$ cat config.mk
export PLATFORM = sky130hd
export DESIGN_NAME = sr_flag_arbiter
export DESIGN_NICKNAME = d
export VERILOG_FILES = /design/src/rtl/sr_flag_pkg.sv /design/src/rtl/rr_arbiter.sv /design/src/rtl/sr_flag_arbiter.sv
export SDC_FILE = /design/constraint.sdc
export NUM_CORES = 1
export LEC_CHECK = 0
export ABC_AREA = 1
export CAP_MARGIN = 30
export CORE_ASPECT_RATIO = 1.5
export CORE_MARGIN = 2
export CORE_UTILIZATION = 40
export DETAILED_ROUTE_END_ITERATION = 8
export PLACE_DENSITY = 0.77
export RECOVER_POWER = 100
export SKIP_LAST_GASP = 1
export SLEW_MARGIN = 10
export SYNTH_ARGS = -nofsm -noshare
export SYNTH_HDL_FRONTEND = slang
export SYNTH_SLANG_ARGS = --single-unit
$ cat constraint.sdc
create_clock -name clk -period 2.5 [get_ports clk]
set_input_delay 0.5 -clock clk [delete_from_list [all_inputs] [get_ports clk]]
set_output_delay 0.5 -clock clk [all_outputs]
set_load 0.02 [all_outputs]
$ cat src/rtl/sr_flag_pkg.sv
// Shared encodings for the SR flag arbiter: command codes and controller states.
package sr_flag_pkg;

  typedef enum logic [1:0] {
    CMD_HOLD = 2'b00,
    CMD_CLR  = 2'b01,
    CMD_SET  = 2'b10,
    CMD_ILL  = 2'b11
  } cmd_e;

  typedef enum logic {
    ST_IDLE  = 1'b0,
    ST_WRITE = 1'b1
  } state_e;

endpackage

$ cat src/rtl/rr_arbiter.sv
// Combinational round-robin picker: first valid requester at or after ptr, wrapping.
module rr_arbiter #(
  parameter int NREQ = 4
) (
  input  logic [NREQ-1:0]         valid,
  input  logic [$clog2(NREQ)-1:0] ptr,
  output logic [NREQ-1:0]         grant,
  output logic [$clog2(NREQ)-1:0] grant_idx,
  output logic                    any
);

  localparam int PW = $clog2(NREQ);

  always_comb begin
    int j;
    // NOTE: every output gets a default before the search so no path leaves a latch.
    grant     = '0;
    grant_idx = '0;
    any       = 1'b0;
    j         = 0;
    for (int k = 0; k < NREQ; k++) begin
      j = int'(ptr) + k;
      if (j >= NREQ) j = j - NREQ;
      if (!any && valid[j]) begin
        any       = 1'b1;
        grant[j]  = 1'b1;
        grant_idx = PW'(j);
      end
    end
  end

endmodule

$ cat src/rtl/sr_flag_arbiter.sv
// Serialises set/clear commands from NREQ requesters onto a flag bank; S=R=1 and
// out-of-range indices are dropped and counted as errors.
module sr_flag_arbiter
  import sr_flag_pkg::*;
#(
  parameter int NREQ  = 4,
  parameter int NFLAG = 8,
  parameter int IDXW  = 3,
  parameter int CNTW  = 8
) (
  input  logic                   clk,
  input  logic                   reset,
  input  logic [NREQ-1:0]        req_valid,
  input  logic [2*NREQ-1:0]      req_cmd,
  input  logic [IDXW*NREQ-1:0]   req_idx,
  output logic [NREQ-1:0]        req_ready,
  input  logic                   clr_all,
  output logic [NFLAG-1:0]       flags,
  output logic                   busy,
  output logic                   err_pulse,
  output logic [CNTW-1:0]        err_count
);

  localparam int PW = $clog2(NREQ);
  localparam logic [IDXW:0] LP_NFLAG = (IDXW+1)'(NFLAG);

  state_e           r_state, w_state_next;
  logic [PW-1:0]    r_ptr;
  cmd_e             r_cmd;
  logic [IDXW-1:0]  r_idx;
  logic [NFLAG-1:0] r_flags, w_flags_next;
  logic             r_err_pulse;
  logic [CNTW-1:0]  r_err_count;

  logic [NREQ-1:0]  w_grant;
  logic [PW-1:0]    w_grant_idx;
  logic             w_any, w_xfer, w_illegal, w_err;
  logic [1:0]       w_win_cmd;
  logic [IDXW-1:0]  w_win_idx;

  rr_arbiter #(.NREQ(NREQ)) u_rr (
    .valid     (req_valid),
    .ptr       (r_ptr),
    .grant     (w_grant),
    .grant_idx (w_grant_idx),
    .any       (w_any)
  );

  // Winner's command selected by the one-hot grant, so cmd/idx never feed ready.
  always_comb begin
    w_win_cmd = '0;
    w_win_idx = '0;
    for (int i = 0; i < NREQ; i++) begin
      if (w_grant[i]) begin
        w_win_cmd = req_cmd[2*i +: 2];
        w_win_idx = req_idx[IDXW*i +: IDXW];
      end
    end
  end

  always_comb begin
    w_state_next = r_state;
    unique case (r_state)
      ST_IDLE:  if (w_any) w_state_next = ST_WRITE;
      ST_WRITE: w_state_next = ST_IDLE;
      default:  w_state_next = ST_IDLE;
    endcase
  end

  assign w_xfer    = (r_state == ST_IDLE) && w_any;
  assign w_illegal = (r_cmd == CMD_ILL) || ({1'b0, r_idx} >= LP_NFLAG);
  assign w_err     = (r_state == ST_WRITE) && w_illegal;

  always_comb begin
    w_flags_next = r_flags;
    if (r_state == ST_WRITE && !w_illegal) begin
      for (int i = 0; i < NFLAG; i++) begin
        if (r_idx == IDXW'(i)) begin
          case (r_cmd)
            CMD_SET: w_flags_next[i] = 1'b1;
            CMD_CLR: w_flags_next[i] = 1'b0;
            default: ;
          endcase
        end
      end
    end
    if (clr_all) w_flags_next = '0;
  end

  // NOTE: all state updates use non-blocking assignments so every register samples pre-edge values.
  always_ff @(posedge clk or negedge reset) begin
    if (!reset) begin
      r_state     <= ST_IDLE;
      r_ptr       <= '0;
      r_cmd       <= CMD_HOLD;
      r_idx       <= '0;
      r_flags     <= '0;
      r_err_pulse <= 1'b0;
      r_err_count <= '0;
    end else begin
      r_state     <= w_state_next;
      r_flags     <= w_flags_next;
      r_err_pulse <= w_err;
      if (w_err && r_err_count != '1) r_err_count <= r_err_count + 1'b1;
      if (w_xfer) begin
        r_cmd <= cmd_e'(w_win_cmd);
        r_idx <= w_win_idx;
        r_ptr <= (w_grant_idx == PW'(NREQ-1)) ? '0 : w_grant_idx + 1'b1;
      end
    end
  end

  assign req_ready = (r_state == ST_IDLE && reset) ? w_grant : '0;
  assign flags     = r_flags;
  assign busy      = (r_state == ST_WRITE);
  assign err_pulse = r_err_pulse;
  assign err_count = r_err_count;

endmodule
==> results.yml, run 1 <==
hold_path:
  whs_path_depth: 2
  hp-class: "flop to flop"
  holdPathEnd: "flags[3]"
  hold_start: "flags[3]"
timing:
  period_needed_ns: 2.416
  fin_ws_ns: 0.08419
  slew_violations: 0
  tns_ns: 0
  fin_crit_sh: 0.9663
  hold_ws_ns: 0.4835
  clock_skew_ns: 0.005328
  slew_headroom: 0.1485
  setup_viol: 0
  tightest_slew_ns: 1.277
  hold_violations: 0
  fmax_mhz: 413.9
status:
  status: "finished clean"
place:
  placed_cells: 346
  dp_hpwl_um: 3496
  gp_congestion: 0.9396
  pre_cts_ws_ns: -0.4111
  dpl-instance-area_um2: 2517
  port_buffers: 48
worst_setup_path:
  crit_fanout: 6
  r2r_setup_slack_ns: 0.51
  critPathTopFamily: "simple AND/OR/NAND/NOR gates"
  path_class: "flop to output pin"
  path_cells: "inv_6 -> ha_4 -> buf_4 -> nand2_2 -> nand2_4 -> nor2_8 -> nand2_4 -> inv_2 -> nand3_2 -> nand3_2 -> nand2_1 -> inv_1 -> buf_6"
  r2r_end: "r_idx[2]"
  arrival_ns: 1.92
  max_stage_delay_ns: 0.45
  cp-end-kind: "output pin"
  rr_worst_depth: 14
  crit_required_ns: 2.00
  crit_buf_inv: 5
  cp-start-kind: "flop"
  crit_slowest_cell: "dfrtp_2"
drt:
  firstDrtPassIters: 4
  via_per_inst: 5.040
  post_drt_wl_per_cell_um: 12.66
  vias: 1769
  finalWirelength_um: 4442
  drtIter0Drc: 74
  postRouteAntennaNets: 0
  drc: 0
die:
  die_h_um: 87.78
  core_um2: 4504
  die_w_um: 59.86
  start_util: 0.4156
  rows: 30
  ios: 49
  dieArea_um2: 5254
pwr:
  ir_drop_mv: 0.8614
  power.density_nw_per_um2: 1506
  leakage_nw: 1.357
synthesis:
  syn_nets: 271
  syn_inst: 235
  synth_edf_count: 0
  netlist_area_um2: 1872
  syn_avg_cell_area_um2: 7.965
  async_flop_share: 1.000
  yosysWarningCount: 0
  yosysUniqueCellTypes: 34
  synthFlopType: "dfrtp_1"
  synth_seq_area_share: 0.3342
  synth-seq-cells: 25
finish:
  syn_to_final_growth_pct: 41.18
  fin_area_um2: 2643
  fin_cells: 351
  drive_gt1_frac: 0.2409
  fin_nets: 340
  multi_input_area_um2: 1142
  diodes: 0
  nFillCells: 407
  seq_area_um2: 626.9
grt:
  grt_max_degree: 26
  overflow: 0
  grt_first_pass_wirelength_um: 7155
  grt_pass1_vias: 1668
  grtUsageTotal: 0.1711
  antenna_found_initial: 0
clock_tree:
  cts.sinks: 25
  htree_levels: 1
  cts_buffer_depth: 2
  clk_pin_slew_ns: 0.09
  cts_tree: "yes"
  clock_latency_ns: 0.26
  cts_buffers: 3
  clockRootBuffer: "clkbuf_8"
run:
  cap_viol_max_count: 0
-- repair_timing --
item                                    in CTS  in global routing
gates resized for setup                     18                 27
buffers inserted                             0                  1
pin swaps                                    2                  7
hold buffers                                 0                  0
endpoints found under the setup margin       4                  4
-- flip-flops by register name (all words and copies together), names as in the netlist, named ones only --
register / cells
err_count: 8
flags: 8
r_idx: 3
r_cmd: 2
busy: 1
err_pulse: 1
r_ptr: 1
-- where the power goes --
part	internal, mW	switching [mW]	total (mW)
combinational	1.24	1.74	2.98
clock	0.113	0.122	0.235
sequential	0.593	0.168	0.761
-- metrics by stage --
stage          power, mW  utilization
2_1_floorplan      2.729            -
3_5_place_dp       3.625       0.5589
3_3_place_gp       3.555       0.5589
6_report           3.981       0.5867
5_1_grt            4.350       0.5867
4_1_cts            3.872       0.5681
-- synth_stat cells (2+ instances only) --
cell,number,share of area
nand3_2,5,0.027
nand2_1,44,0.088
dfrtp_1,25,0.33
nand4_1,5,0.017
xor2_1,5,0.023
nand3_1,25,0.067
nor2_1,10,0.020
ha_1,9,0.060
inv_1,30,0.060
a21oi_2,7,0.033
nand2_4,3,0.018
xnor2_1,3,0.014
o21ai_0,3,0.0080
inv_2,5,0.010
a21oi_1,23,0.061
a21boi_0,2,0.0080
mux2i_1,8,0.043
nand2_2,6,0.020
buf_6,2,0.012
-- metal layers --
metal	track usage	up-vias	share of wire	wire (um)
met5	0	-	0	0
met1	0.2041	840	0.39	1727
met2	0.3261	19	0.58	2596
li1	-	904	-	-
met4	0.03838	0	0.016	71
met3	0.008863	6	0.011	47
-- worst min-delay path, delay by kind of cell, from the launching register on --
| family | cells | cell delay, ns |
|---|---|---|
| buf+inv | 1 | 0.05 |
| mux | 1 | 0.06 |
| flops | 1 | 0.35 |
-- layout make-up --
| type | instances | share of cell area |
|---|---|---|
| multi-input cells | 170 | 0.4323 |
| flip-flops and latches | 25 | 0.2372 |
| repair buffers | 67 | 0.2339 |
| inverters | 37 | 0.05540 |
| well taps | 48 | 0.02273 |
| clock buffers | 3 | 0.01563 |
| clock inverters | 1 | 0.002841 |
-- worst max-delay path by stage --
stage | from | to | slack (ns) | cells after the start
after floorplan | flop | req_ready[2] | 0.08 | 13
after global placement | req_valid[3] | req_ready[0] | -0.39 | 11
after detailed placement | req_valid[3] | req_ready[0] | -0.41 | 11
after CTS | req_valid[3] | req_ready[0] | -0.02 | 11
after global routing | flop | req_ready[3] | -0.03 | 13
final | flop | req_ready[3] | 0.08 | 13
-- kinds of logic (layout without fill, tap and decap cells) --
| kind of cell | Yosys count | count (layout) | synth area share |
|---|---|---|---|
| and+or+nand+nor | 103 | 103 | 0.2888 |
| xor gates and xnor gates | 8 | 8 | 0.03743 |
| buffers and inverters | 40 | 108 | 0.09292 |
| AOI/OAI and AO/OA | 41 | 41 | 0.1377 |
| DFF | 25 | 25 | 0.3342 |
| muxes | 9 | 9 | 0.04880 |
| adders and majority gates | 9 | 9 | 0.06016 |
-- layout by cell type, fill, tap and decap left out, types with 2 or more instances in the layout --
| cell | netlist | layout |
|---|---|---|
| nand3_4 | 1 | 2 |
| nand3_1 | 25 | 23 |
| dfrtp_1 | 25 | 24 |
| o21ai_0 | 3 | 4 |
| xnor2_1 | 3 | 3 |
| clkbuf_1 | 0 | 2 |
| buf_6 | 2 | 2 |
| nand3_2 | 5 | 6 |
| nand2_1 | 44 | 39 |
| dlymetal6s2s_1 | 0 | 2 |
| a21oi_1 | 23 | 23 |
| ha_1 | 9 | 8 |
| a21oi_2 | 7 | 7 |
| nand2_4 | 3 | 4 |
| clkbuf_8 | 0 | 3 |
| clkdlybuf4s50_1 | 0 | 22 |
| nand4_1 | 5 | 5 |
| nor2_4 | 1 | 2 |
| nand2_2 | 6 | 9 |
| a21boi_2 | 1 | 2 |
| inv_1 | 30 | 27 |
| dlygate4sd3_1 | 0 | 20 |
| buf_4 | 1 | 19 |
| mux2i_1 | 8 | 8 |
| inv_2 | 5 | 7 |
| nor2_1 | 10 | 10 |
| xor2_1 | 5 | 5 |
(Power assumes the default switching activity.)
==> inputs of run 2 (changes only) <==
--- a/config.mk
+++ b/config.mk
@@ -13,7 +13,6 @@
 export DETAILED_ROUTE_END_ITERATION = 8
 export PLACE_DENSITY = 0.77
 export RECOVER_POWER = 100
-export SKIP_LAST_GASP = 1
 export SLEW_MARGIN = 10
 export SYNTH_ARGS = -nofsm -noshare
 export SYNTH_HDL_FRONTEND = slang
==> results of run 2 <==
No change in the layout: final DEF, timing and power equal those of run 1.
Main changes from that run: number of gates resized after CTS 18 -> 19
==> inputs of run 3 (changes only) <==
--- a/config.mk
+++ b/config.mk
@@ -6,6 +6,7 @@
 export NUM_CORES = 1
 export LEC_CHECK = 0
 export ABC_AREA = 1
+export ABC_CLOCK_PERIOD_IN_PS = 2500
 export CAP_MARGIN = 30
 export CORE_ASPECT_RATIO = 1.5
 export CORE_MARGIN = 2
==> results of run 3 <==
No change in the layout: final DEF, timing and power equal those of run 1.
Main changes from that run: number of gates resized after CTS 18 -> 19
